### src/rtl/svm_test_packer_if.sv
// Byte-in / word-out bundle for the SVM test-vector packer.
// The packer uses the master modport; the feeder/core side uses slave. Macro: SVM_TEST_PACKER_FLUSH_EN adds flush.
interface svm_test_packer_if #(
  parameter int CNT_W = 5
);
  logic [7:0]       din;
  logic             din_valid;
  logic             din_ready;
  logic [31:0]      test;
  logic             test_valid;
  logic             test_ready;
  logic [CNT_W-1:0] word_cnt;
  logic             vec_done;
`ifdef SVM_TEST_PACKER_FLUSH_EN
  logic             flush;
`endif

  modport master (
    input  din, din_valid, test_ready,
`ifdef SVM_TEST_PACKER_FLUSH_EN
    input  flush,
`endif
    output din_ready, test, test_valid, word_cnt, vec_done
  );

  modport slave (
    output din, din_valid, test_ready,
`ifdef SVM_TEST_PACKER_FLUSH_EN
    output flush,
`endif
    input  din_ready, test, test_valid, word_cnt, vec_done
  );
endinterface

### src/rtl/svm_test_packer.sv
// Packs a byte stream little-endian into 32-bit words for the SVM core, counts words per vector.
// Optional zero-padded partial-word flush when SVM_TEST_PACKER_FLUSH_EN is defined.
module svm_test_packer #(
  parameter int WORDS_PER_VECTOR = 32,
  parameter int CNT_W            = 5
) (
  input  logic               clk,
  input  logic               rst,
  svm_test_packer_if.master  bus
);
  localparam logic [CNT_W-1:0] LAST_WORD = CNT_W'(WORDS_PER_VECTOR - 1);

  logic [1:0]       byte_cnt_reg, byte_cnt_next;
  logic [23:0]      asm_reg, asm_next;
  logic [31:0]      out_word_reg, out_word_next;
  logic             out_full_reg, out_full_next;
  logic [CNT_W-1:0] word_cnt_reg, word_cnt_next;
  logic             vec_done_reg, vec_done_next;
  logic             handoff, accept, word_load, din_ready_c, stall_4th;

  assign handoff   = out_full_reg & bus.test_ready;
  assign stall_4th = (byte_cnt_reg == 2'd3) & out_full_reg & ~bus.test_ready;
  assign accept    = bus.din_valid & din_ready_c;
  assign word_load = accept & (byte_cnt_reg == 2'd3);

  genvar gi;
  generate
    for (gi = 0; gi < 3; gi++) begin : g_lane
      assign asm_next[8*gi +: 8] = (accept && byte_cnt_reg == 2'(gi)) ? bus.din : asm_reg[8*gi +: 8];
    end
  endgenerate

`ifdef SVM_TEST_PACKER_FLUSH_EN
  logic        flush_pend_reg, flush_pend_next;
  logic        flush_load;
  logic [31:0] pad_word;

  // Lanes at or above byte_cnt may hold stale bytes from an earlier word.
  generate
    for (gi = 0; gi < 3; gi++) begin : g_pad
      assign pad_word[8*gi +: 8] = (2'(gi) < byte_cnt_reg) ? asm_reg[8*gi +: 8] : 8'h00;
    end
  endgenerate
  assign pad_word[31:24] = 8'h00;

  assign flush_load  = flush_pend_reg & (~out_full_reg | bus.test_ready);
  assign din_ready_c = rst & ~stall_4th & ~flush_pend_reg;
`else
  assign din_ready_c = rst & ~stall_4th;
`endif

  always_comb begin
    byte_cnt_next = byte_cnt_reg;
    out_word_next = out_word_reg;
    out_full_next = out_full_reg;
    word_cnt_next = word_cnt_reg;
    vec_done_next = 1'b0;
`ifdef SVM_TEST_PACKER_FLUSH_EN
    flush_pend_next = flush_pend_reg;
`endif
    // Two-bit counter wraps 3->0 exactly when the word completes.
    if (accept)
      byte_cnt_next = byte_cnt_reg + 2'd1;
    if (handoff) begin
      out_full_next = 1'b0;
      if (word_cnt_reg == LAST_WORD) begin
        word_cnt_next = '0;
        vec_done_next = 1'b1;
      end else begin
        word_cnt_next = word_cnt_reg + CNT_W'(1);
      end
    end
    if (word_load) begin
      out_word_next = {bus.din, asm_reg};
      out_full_next = 1'b1;
    end
`ifdef SVM_TEST_PACKER_FLUSH_EN
    if (flush_load) begin
      out_word_next   = pad_word;
      out_full_next   = 1'b1;
      byte_cnt_next   = 2'd0;
      flush_pend_next = 1'b0;
    end else if (bus.flush && !flush_pend_reg && byte_cnt_next != 2'd0) begin
      flush_pend_next = 1'b1;
    end
`endif
  end

  always_ff @(posedge clk) begin
    if (!rst) begin
      byte_cnt_reg <= 2'd0;
      asm_reg      <= 24'd0;
      out_word_reg <= 32'd0;
      out_full_reg <= 1'b0;
      word_cnt_reg <= '0;
      vec_done_reg <= 1'b0;
    end else begin
      byte_cnt_reg <= byte_cnt_next;
      asm_reg      <= asm_next;
      out_word_reg <= out_word_next;
      out_full_reg <= out_full_next;
      word_cnt_reg <= word_cnt_next;
      vec_done_reg <= vec_done_next;
    end
  end

`ifdef SVM_TEST_PACKER_FLUSH_EN
  always_ff @(posedge clk) begin
    if (!rst) flush_pend_reg <= 1'b0;
    else      flush_pend_reg <= flush_pend_next;
  end
`endif

  assign bus.din_ready  = din_ready_c;
  assign bus.test       = out_word_reg;
  assign bus.test_valid = out_full_reg;
  assign bus.word_cnt   = word_cnt_reg;
  assign bus.vec_done   = vec_done_reg;
endmodule
### src/flat_wrapper.sv
// flat-port wrapper written by rule: the top's interface ports become plain ports
module svm_test_packer_flat 
#(
  parameter int WORDS_PER_VECTOR = 32,
  parameter int CNT_W            = 5
)
  (clk, rst, bus_din, bus_din_valid, bus_test_ready, bus_din_ready, bus_test, bus_test_valid, bus_word_cnt, bus_vec_done);
  svm_test_packer_if #(.CNT_W(CNT_W)) bus_i ();
  input  logic clk;
  input  logic rst;
  input wire logic [$bits(bus_i.din)-1:0] bus_din;
  input wire logic [$bits(bus_i.din_valid)-1:0] bus_din_valid;
  input wire logic [$bits(bus_i.test_ready)-1:0] bus_test_ready;
  output wire logic [$bits(bus_i.din_ready)-1:0] bus_din_ready;
  output wire logic [$bits(bus_i.test)-1:0] bus_test;
  output wire logic [$bits(bus_i.test_valid)-1:0] bus_test_valid;
  output wire logic [$bits(bus_i.word_cnt)-1:0] bus_word_cnt;
  output wire logic [$bits(bus_i.vec_done)-1:0] bus_vec_done;
  assign bus_i.din = bus_din;
  assign bus_i.din_valid = bus_din_valid;
  assign bus_i.test_ready = bus_test_ready;
  assign bus_din_ready = bus_i.din_ready;
  assign bus_test = bus_i.test;
  assign bus_test_valid = bus_i.test_valid;
  assign bus_word_cnt = bus_i.word_cnt;
  assign bus_vec_done = bus_i.vec_done;
  svm_test_packer #(.WORDS_PER_VECTOR(WORDS_PER_VECTOR), .CNT_W(CNT_W)) u_core (.clk(clk), .rst(rst), .bus(bus_i));
endmodule
### config.mk
export PLATFORM = sky130hd
export DESIGN_NAME = svm_test_packer_flat
export DESIGN_NICKNAME = d
export VERILOG_FILES = /design/src/rtl/svm_test_packer_if.sv /design/src/rtl/svm_test_packer.sv /design/src/flat_wrapper.sv
export SDC_FILE = /design/constraint.sdc
export NUM_CORES = 1
export LEC_CHECK = 0
export CAP_MARGIN = 25
export CORE_MARGIN = 2
export CORE_UTILIZATION = 53
export CTS_BUF_LIST = sky130_fd_sc_hd__clkbuf_8
export DETAILED_ROUTE_END_ITERATION = 16
export MAX_ROUTING_LAYER = met4
export PLACE_DENSITY = 0.81
export SETUP_SLACK_MARGIN = 0.1
export SYNTH_ARGS = -nofsm -noshare
export SYNTH_HDL_FRONTEND = slang
export SYNTH_SLANG_ARGS = --single-unit
export TNS_END_PERCENT = 10
### constraint.sdc
create_clock -name clk -period 1.85 [get_ports clk]
set_input_delay 0.2775 -clock clk [delete_from_list [all_inputs] [get_ports clk]]
set_output_delay 0.2775 -clock clk [all_outputs]
set_load 0.01 [all_outputs]
## Word-level counts from Yosys, hierarchy flattened

Index checks and enable logic that the tools add are counted.

| word-level totals | value |
|---|---|
| register bits after elaboration | 65 |
| input bits | 12 |
| output and inout port bits | 40 |
| logic and storage cells | 32 |

| cells by class | value |
|---|---|
| $add $sub $neg | 2 |
| equality and inequality tests | 4 |
| muxes and demuxes | 4 |
| bitwise operators | 8 |
| reductions and logical operators | 6 |

Operator list:

| cell | number |
|---|---|
| $and 1x1->1 | 6 |
| $add 5x1->5 const B | 1 |
| $eq 5x5->1 const B | 1 |
| $mux 5 | 1 |
| $eq 2x2->1 const B | 2 |
| $logic_and 1x1->1 | 3 |
| $mux 1 | 3 |
| $add 2x1->2 const B | 1 |
| $eq 2x1->1 const B | 1 |
| $logic_not 2->1 | 1 |
| $not 1->1 | 2 |
| $reduce_and 2->1 | 1 |
| $reduce_bool 2->1 | 1 |

## Logic depth before layout (Yosys ltp)

Gate-level depths: netlist of the first run.

| logic depth | value |
|---|---|
| depth in word-level cells | 8 |
| mapped depth | 6 |
| depth with buffers taken out | 6 |

## Worst setup path before layout of the first run

No wires, ideal clock.

| timing | value |
|---|---|
| path type | register to register |
| start | register u_core.word_cnt_reg[0], in the netlist u_core.bus.word_cnt[0] |
| end | register u_core.word_cnt_reg[2], in the netlist u_core.bus.word_cnt[2] |
| setup time | 0.070 ns |
| arrival | 1.606 ns |
| data required time | 1.780 ns |
| path slack | 0.174 ns |
| stages on the path, launching flop included | 6 |
| buffers on the path | 0 |
| period minus slack after synthesis | 1.676 ns |
| cells stage by stage | dfxtp_1 ha_1 and3_1 ha_1 or4b_1 a21boi_1 |

| between the ends | value |
|---|---|
| cells in the longest elaborated chain, start to end | 2 |
| elaborated cells on any way between the ends | 3 |
| those cells by class | 1 x add/sub; 1 x eq/ne; 1 x mux |

RTL lines:

| what | RTL line | source |
|---|---|---|
| start: declaration | svm_test_packer.sv:17 | `logic [CNT_W-1:0] word_cnt_reg, word_cnt_next;` |
| start signal: assignment | svm_test_packer.sv:102 | `word_cnt_reg <= word_cnt_next;` |
| $add 5x1->5 or $eq 5x5->1 (tied branches) | svm_test_packer.sv:70, svm_test_packer.sv:66 |  |
| $mux 5 * | svm_test_packer.sv:66 | `if (word_cnt_reg == LAST_WORD) begin` |

Every way passes the cells marked *; elsewhere a longest branch is shown, timed or not.
A chain may end at the register's enable or synchronous reset.

## Final worst setup path of the first run

| timing | value |
|---|---|
| start | register u_core.byte_cnt_reg[0] |
| end | output port bus_din_ready |

| between the ends | value |
|---|---|
| cells in the longest elaborated chain, start to end | 5 |

RTL lines:

| what | RTL line | source |
|---|---|---|
| start: declaration | svm_test_packer.sv:13 | `logic [1:0] byte_cnt_reg, byte_cnt_next;` |
| start signal: assignment | svm_test_packer.sv:98 | `byte_cnt_reg <= byte_cnt_next;` |
| $eq 2x2->1 | svm_test_packer.sv:22 | `assign stall_4th = (byte_cnt_reg == 2'd3) & out_full_reg & ~bus.test_ready;` |
| $and 1x1->1 (2 in series) | svm_test_packer.sv:22 |  |
| $not 1->1 | svm_test_packer.sv:49 | `assign din_ready_c = rst & ~stall_4th;` |
| $and 1x1->1 | svm_test_packer.sv:49 |  |
| end: declaration | flat_wrapper.sv:14 | `output wire logic [$bits(bus_i.din_ready)-1:0] bus_din_ready;` |

Every way passes these cells.

==> summary.md, run 1 <==
| Metric | Value |
|---|---|
| Post-layout util | `71.5%` |
| CTS Buffer Depth | `2` |
| R2R cell count | `5` |
| Synth top area cells | `dfxtp_1, nand2_1, mux2i_1` |
| Largest net degree at the start of global routing | `49` |
| CP endpoint kind | `primary output` |
| Vias per std cell | `5.41` |
| Crit path kind | `flop to primary output` |
| Cell taking the most area after synthesis | `dfxtp_1` |
| Die ar. | `5400 sq um` |
| IO Port Bufs | `51` |
| H-tree depth | `3` |
| Crit path to | `bus_din_ready` |
| Critical path fanouts, max | `4` |
| WL final | `approximately 5600 um` |
| Syn avg cell area | `8.92 sq um` |
| First-pass GRT wire length | `~9100 um` |
| Tcrit/Tclk final | `approximately 92%` |
| Starting DRC count in detailed routing | `193` |
| Vias in the first global route | `1909` |
| Die Span Y | `about 74 um` |
| CTS tree | `done` |
| Fin crit period | `between 1500 and 2000 ps` |
| Most frequent cells in the layout | `nand2_1, dfxtp_1, clkdlybuf4s50_1` |
| Leak Pwr | `1.20 nW` |
| Primary FF master, synth | `dfxtp_1` |
| CTS Buf Count | `9` |
| Core area | `4690 sq um` |
| Mapped cell area | `2560 sq um` |
| Sequential area share after synthesis | `50.8%` |
| Layout cell share with drive strength beyond 1 | `9.91%` |
| RSZ-0062 raised after global routing | `yes` |
| Placement Rows | `25` |
| Final Hold Fails | `0` |
| Diodes inserted | `0` |
| Die X | `73.5 um` |
| Post-synth EDFFs | `0` |
| Commonest non-fill, non-tap cell in the layout | `nand2_1` |
| Antenna viol nets, final | `0` |
| Critical R2R Capture | `u_core.bus.word_cnt[2]` |
| Max IR drop VDD | `0.512 mV` |
| Share of the synthesized area in the top cell type | `roughly half` |
| Fmax | `0.589 GHz` |
| Clk root buf | `clkbuf_8` |
| Gpl congestion | `roughly 0.8` |
| Status | `finished clean` |
| Detailed-route via count | `2149` |
| Startpoint types | `flop` |
| Effective utilization at floorplan | `54.6%` |
| Power Density | `883 nW/um^2` |
| Setup tns final | `0 ps` |
| FF+latch count, synth | `65` |
| Final nets | `~360` |
| Ys async rst share | `0%` |
| # DRC | `0` |
| Clk_lat worst skew | `330 ps` |
| Ys Warns | `0` |
| CP Launch Point | `u_core.byte_cnt_reg[0]` |
| Yosys cell types | `26` |
| Final HPWL DP | `3440 um` |
| Max_cap viols | `0` |
| Worst EP arrival | `1420 ps` |
| Antenna violations before repair | `0` |
| I/O pin total | `52` |
| Synthesized Nets | `305` |
| Slew of the pin with the lowest slew margin | `443 ps` |
| Hold Path Class | `input pin to flop` |
| Largest register FFs | `32` |
| Worst Skew | `just under 6 ps` |
| Global route overflow | `0` |
| Max-slew violations | `0` |
| Slew HR | `70.5%` |
| Area Overhead vs Synth | `31.1%` |
| R2R Path Start | `u_core.bus.word_cnt[0]` |
| 1st-pass router iterations | `4` |
| Worst endpoint required time | `1570 ps` |
| Cell count after synthesis | `287` |
| WL per Instance | `14.1 um` |
| Reg clk slew, reported paths | `70 ps` |
| R2r setup slk | `~160 ps` |
| Clock sinks | `65` |
| Final setup viols | `0` |
| Gr usage total | `22.9%` |
==> cell families (layout without fill, tap and decap cells) <==
family          Yosys count  count (layout)  share of synthesized area, %
flops                    65              65                          50.8
buf+inv                  24              80                          5.52
fa+ha+maj                 6               6                          2.93
mux                      25              25                          9.78
compound gates           42              42                          8.75
simple gates            125             125                          22.2
==> final cells by class <==
cell class	count	area (sq um)
well taps	54	67.6
inverters	2	7.51
repair buffers	62	624
clock buffers	11	151
clock inverters	5	77.6
flip-flops and latches	65	1310
fillers	367	1340
multi-input cells	198	1120
==> per-layer routing <==
metal | vias to the layer above | share of wire, % | wire (um) | track usage (%)
met5 | - | 0 | 0 | -
met1 | 996 | 46 | 2570 | 29.0
li1 | 1070 | - | - | -
met2 | 74 | 47 | 2650 | 34.3
met3 | 9 | 4.6 | 256 | 6.04
met4 | 0 | 1.9 | 106 | 10.3
==> worst max-delay path: stages (launching register included) <==
cell	delay, ps
dfxtp_2	360
ha_2	190
nand3b_1	90
and2_1	170
dlygate4sd2_1	280
==> report_power, final <==
part	switching, mW	leakage [nW]	total, mW	internal (mW)
clock network	0.528	0.121	1.36	0.830
logic	0.0864	0.557	0.162	0.0755
registers	0.0170	0.526	1.44	1.43
total	0.632	1.20	2.96	2.33
==> stage by stage <==
step	instances	instance area [sq um]	setup WS (ps)	power [mW]	hold WS, ps
after floorplan	287	2560	174	1.56	408
after global placement	381	3120	63.8	1.63	439
after detailed placement	381	3120	51.8	1.63	447
after CTS	397	3350	90.0	2.99	426
after global routing	397	3360	75.4	3.06	465
final	397	3360	153	2.96	450
==> what timing repair did <==
item / CTS / global route
resized for setup: 3 / 3
hold buffers: 0 / 0
buffers inserted: 0 / 0
setup endpoints to repair: 2 / 3
==> how the worst min path moves through the flow <==
stage	startpoint	end	slack (ps)	cells after the start
after floorplan	bus_din[0]	u_core.bus.test[24]	410	2
after global placement	u_core.bus.test[1]	u_core.bus.test[1]	440	2
after detailed placement	u_core.asm_reg[9]	u_core.asm_reg[9]	450	2
after CTS	rst	u_core.bus.vec_done	430	4
after global routing	rst	u_core.bus.vec_done	470	4
final	rst	u_core.bus.vec_done	450	4
==> Yosys cell counts, types with 2 or more instances <==
library cell,instances
mux2i_1,25
nand2_1,70
buf_2,5
nor2_1,3
ha_1,6
buf_6,6
a21boi_0,3
clkbuf_1,11
nand3_1,36
dfxtp_1,65
and2_1,2
a21boi_1,2
inv_1,2
o21ai_0,35
and3_1,5
Power figures use the tool's default switching activity.
==> inputs of run 2 (changes only) <==
--- a/config.mk
+++ b/config.mk
@@ -7,11 +7,11 @@
 export LEC_CHECK = 0
 export CAP_MARGIN = 25
 export CORE_MARGIN = 2
-export CORE_UTILIZATION = 53
+export CORE_UTILIZATION = 48
 export CTS_BUF_LIST = sky130_fd_sc_hd__clkbuf_8
 export DETAILED_ROUTE_END_ITERATION = 16
 export MAX_ROUTING_LAYER = met4
-export PLACE_DENSITY = 0.81
+export PLACE_DENSITY = 0.77
 export SETUP_SLACK_MARGIN = 0.1
 export SYNTH_ARGS = -nofsm -noshare
 export SYNTH_HDL_FRONTEND = slang
==> constraint.sdc (replaced) <==
create_clock -name clk -period 1.45 [get_ports clk]
set_input_delay 0.2175 -clock clk [delete_from_list [all_inputs] [get_ports clk]]
set_output_delay 0.2175 -clock clk [all_outputs]
set_load 0.01 [all_outputs]
==> run 2 against run 1 <==
Effect of this change:
- via count is 2.0% higher
- sequential share of layout area is 1.2 points lower
- the flow now finishes with violations (setup timing)
- register-to-register slack worse by 230 ps
- highest routed layer unchanged
- global-route usage is 1.1 points lower
- cell count is 7.6% higher
- critical endpoint is now u_core.bus.word_cnt[2]
==> summary.md, run 2 (synthesis results as in run 1) <==
| Metric | Value |
|---|---|
| Die X | `77.0 um (was 73.5 um)` |
| WL final | `5820 um (was 5590 um)` |
| R2R cell count | `5 (unchanged)` |
| Final nets | `370 (was 356)` |
| Leak Pwr | `1.45 nW (was 1.20 nW)` |
| Number of cells on the critical path | `5 (was 4)` |
| Total power | `3.61 mW (was 2.96 mW)` |
| Failing checks | `setup timing` |
| # DRC | `0 (unchanged)` |
| Fillers | `454 (was 367)` |
| CTS tree | `done (unchanged)` |
| Slew of the pin with the lowest slew margin | `301 ps (was 443 ps)` |
| CP Launch Point | `u_core.bus.word_cnt[0] (was u_core.byte_cnt_reg[0])` |
| Placement Rows | `26 (was 25)` |
| Effective utilization at floorplan | `49.8% (was 54.6%)` |
| Max_cap viols | `0 (unchanged)` |
| Hold WS | `371 ps (was 450 ps)` |
| CP peak stage delay | `480 ps (was 360 ps)` |
| Max-slew violations | `0 (unchanged)` |
| Gr usage total | `21.9% (was 22.9%)` |
| R2r setup slk | `-70 ps (was 160 ps)` |
| Commonest non-fill, non-tap cell in the layout | `nand2_1 (unchanged)` |
| Pint | `2.80 mW (was 2.33 mW)` |
| Crit path kind | `flop to flop (was flop to primary output)` |
| Critical path fanouts, max | `4 (unchanged)` |
| Final Instance Count excl. Fillers | `427 (was 397)` |
| Family with the most delay on the worst path | `simple AND/OR/NAND/NOR gates (was flip-flops)` |
| CTS Buffer Depth | `2 (unchanged)` |
| Final setup viols | `2 (was 0)` |
| Diodes inserted | `0 (unchanged)` |
| Final Worst Setup Slack | `-70.2 ps (was 153 ps)` |
| Slew HR | `79.9% (was 70.5%)` |
| Critical path cell sequence | `ha_4 > and3_4 > ha_4 > or4b_4 > a21boi_2 (was ha_2 > nand3b_1 > and2_1 > dlygate4sd2_1)` |
| Hold Path Class | `input pin to flop (unchanged)` |
| Antenna viol nets, final | `0 (unchanged)` |
| Comb power frac | `6.1% (was 5.5%)` |
| Antenna violations before repair | `0 (unchanged)` |
| Most frequent cells in the layout | `nand2_1, dfxtp_1, dlygate4sd2_1 (was nand2_1, dfxtp_1, clkdlybuf4s50_1)` |
| Worst Skew | `6.99 ps (was 5.97 ps)` |
| RSZ-0062 raised after global routing | `yes (unchanged)` |
| R2R Path Start | `u_core.bus.word_cnt[0] (unchanged)` |
| Seq pwr share | `50.9% (was 48.7%)` |
| WL per Instance | `13.6 um (was 14.1 um)` |
| Worst EP arrival | `1780 ps (was 1420 ps)` |
| CP endpoint kind | `flop (was primary output)` |
| Clk_lat worst skew | `330 ps (about the same)` |
| IO Port Bufs | `51 (unchanged)` |
| Placed insts | `410 (was 381)` |
| Area Overhead vs Synth | `36.0% (was 31.1%)` |
| Clock sinks | `65 (unchanged)` |
| Global route overflow | `0 (unchanged)` |
| Gpl congestion | `0.781 (about the same)` |
| Most frequent CP cell | `ha_4` |
| Tcrit/Tclk final | `105%` |
| Power Density | `1040 nW/um^2 (was 883 nW/um^2)` |
| Startpoint types | `flop (unchanged)` |
| Largest register FFs | `32 (unchanged)` |
| Die ar. | `5930 sq um (was 5400 sq um)` |
| Status | `finished, violations left (was finished clean)` |
| I/O pin total | `52 (unchanged)` |
| H-tree depth | `3 (unchanged)` |
| Fin crit period | `1520 ps` |
| Crit path to | `u_core.bus.word_cnt[2] (was bus_din_ready)` |
| Clk root buf | `clkbuf_8 (unchanged)` |
| CTS Buf Count | `9 (unchanged)` |
| Vias per std cell | `5.13 (was 5.41)` |
| Critical R2R Capture | `u_core.bus.word_cnt[2] (unchanged)` |
| Max IR drop VDD | `0.630 mV (was 0.512 mV)` |
| Clock power share | `43.0% (was 45.8%)` |
| CP bufs+invs | `0 (was 1)` |
| First-pass GRT wire length | `10100 um (was 9060 um)` |
| Largest net degree at the start of global routing | `34 (was 49)` |
| Switching share of power | `22.4% (was 21.3%)` |
| Starting DRC count in detailed routing | `170 (was 193)` |
| Core area | `5140 sq um (was 4690 sq um)` |
| Reg clk slew, reported paths | `60 ps (was 70 ps)` |
| Worst endpoint required time | `1710 ps (was 1570 ps)` |
| Switch Pwr | `0.810 mW (was 0.632 mW)` |
| Vias in the first global route | `2136 (was 1909)` |
| 1st-pass router iterations | `4 (unchanged)` |
| Layout cell share with drive strength beyond 1 | `17.6% (was 9.91%)` |
| Fmax | `0.658 GHz` |
| Die Span Y | `77.0 um (was 73.5 um)` |
| Final Hold Fails | `0 (unchanged)` |
| Final HPWL DP | `3860 um (was 3440 um)` |
| CP max-delay cell | `or4b_4 (was dfxtp_2)` |
| Setup tns final | `-113 ps (was 0 ps)` |
| Detailed-route via count | `2191 (was 2149)` |
## run 2: repair_timing
action	4_1_cts	5_1_grt
gates resized for setup	55	13
setup buffers	0	1
pin swaps	1	5
setup endpoints to repair	67	40
hold buffers	0	0
## run 2: routing by layer
| layer | track usage [%] | routed length (um) |
|---|---|---|
| met2 | 34.6 | 2780 |
| met1 | 26.8 | 2630 |
| met4 | 10.5 | 70 |
| met5 | - | 0 |
| met3 | 4.47 | 345 |
## run 2: worst min-delay path by stage
stage	start	to	slack [ps]	depth (start not counted)
after global placement	u_core.bus.test[1]	u_core.bus.test[1]	440	2
after detailed placement	u_core.bus.test[1]	u_core.bus.test[1]	440	2
after global routing	rst	u_core.bus.word_cnt[4]	390	3
final	rst	u_core.bus.vec_done	370	4
after CTS	rst	u_core.bus.vec_done	360	4
after floorplan	bus_din[0]	u_core.bus.test[24]	350	2
## run 2: cell type report
type | count | area [sq um] | share of cell area (%)
sequential | 65 | 1310 | 37.7
multi-input combinational | 198 | 1190 | 34.1
timing repair buffer | 76 | 678 | 19.5
clock buffer | 11 | 151 | 4.35
tap | 70 | 87.6 | 2.52
clock inverter | 5 | 53.8 | 1.55
inverter | 2 | 10.0 | 0.287
## run 2: power by group through the flow
| stage | logic, mW | registers [mW] | clock network (mW) |
|---|---|---|---|
| finish | 0.221 | 1.84 | 1.55 |
| global route | 0.243 | 1.84 | 1.66 |
| CTS | 0.215 | 1.83 | 1.58 |
| detailed placement | 0.212 | 1.87 | 0 |
| global placement | 0.207 | 1.87 | 0 |
| floorplan | 0.120 | 1.87 | 0 |
## run 2: through the flow
| step | area (sq um) | util [%] | setup slack [ps] |
|---|---|---|---|
| final | 3480 | 67.7 | -70.2 |
| after global routing | 3480 | 67.7 | -118 |
| after CTS | 3450 | 67.0 | -61.6 |
| after detailed placement | 3270 | 63.7 | -305 |
| after global placement | 3270 | 63.7 | -245 |
| after floorplan | 2590 | - | -26.2 |
## run 2: worst register-to-register path: stages, from the launching register on
cell and delay (ps):
dfxtp_4 350, ha_4 150, and3_4 180, ha_4 160, or4b_4 480, a21boi_2 140
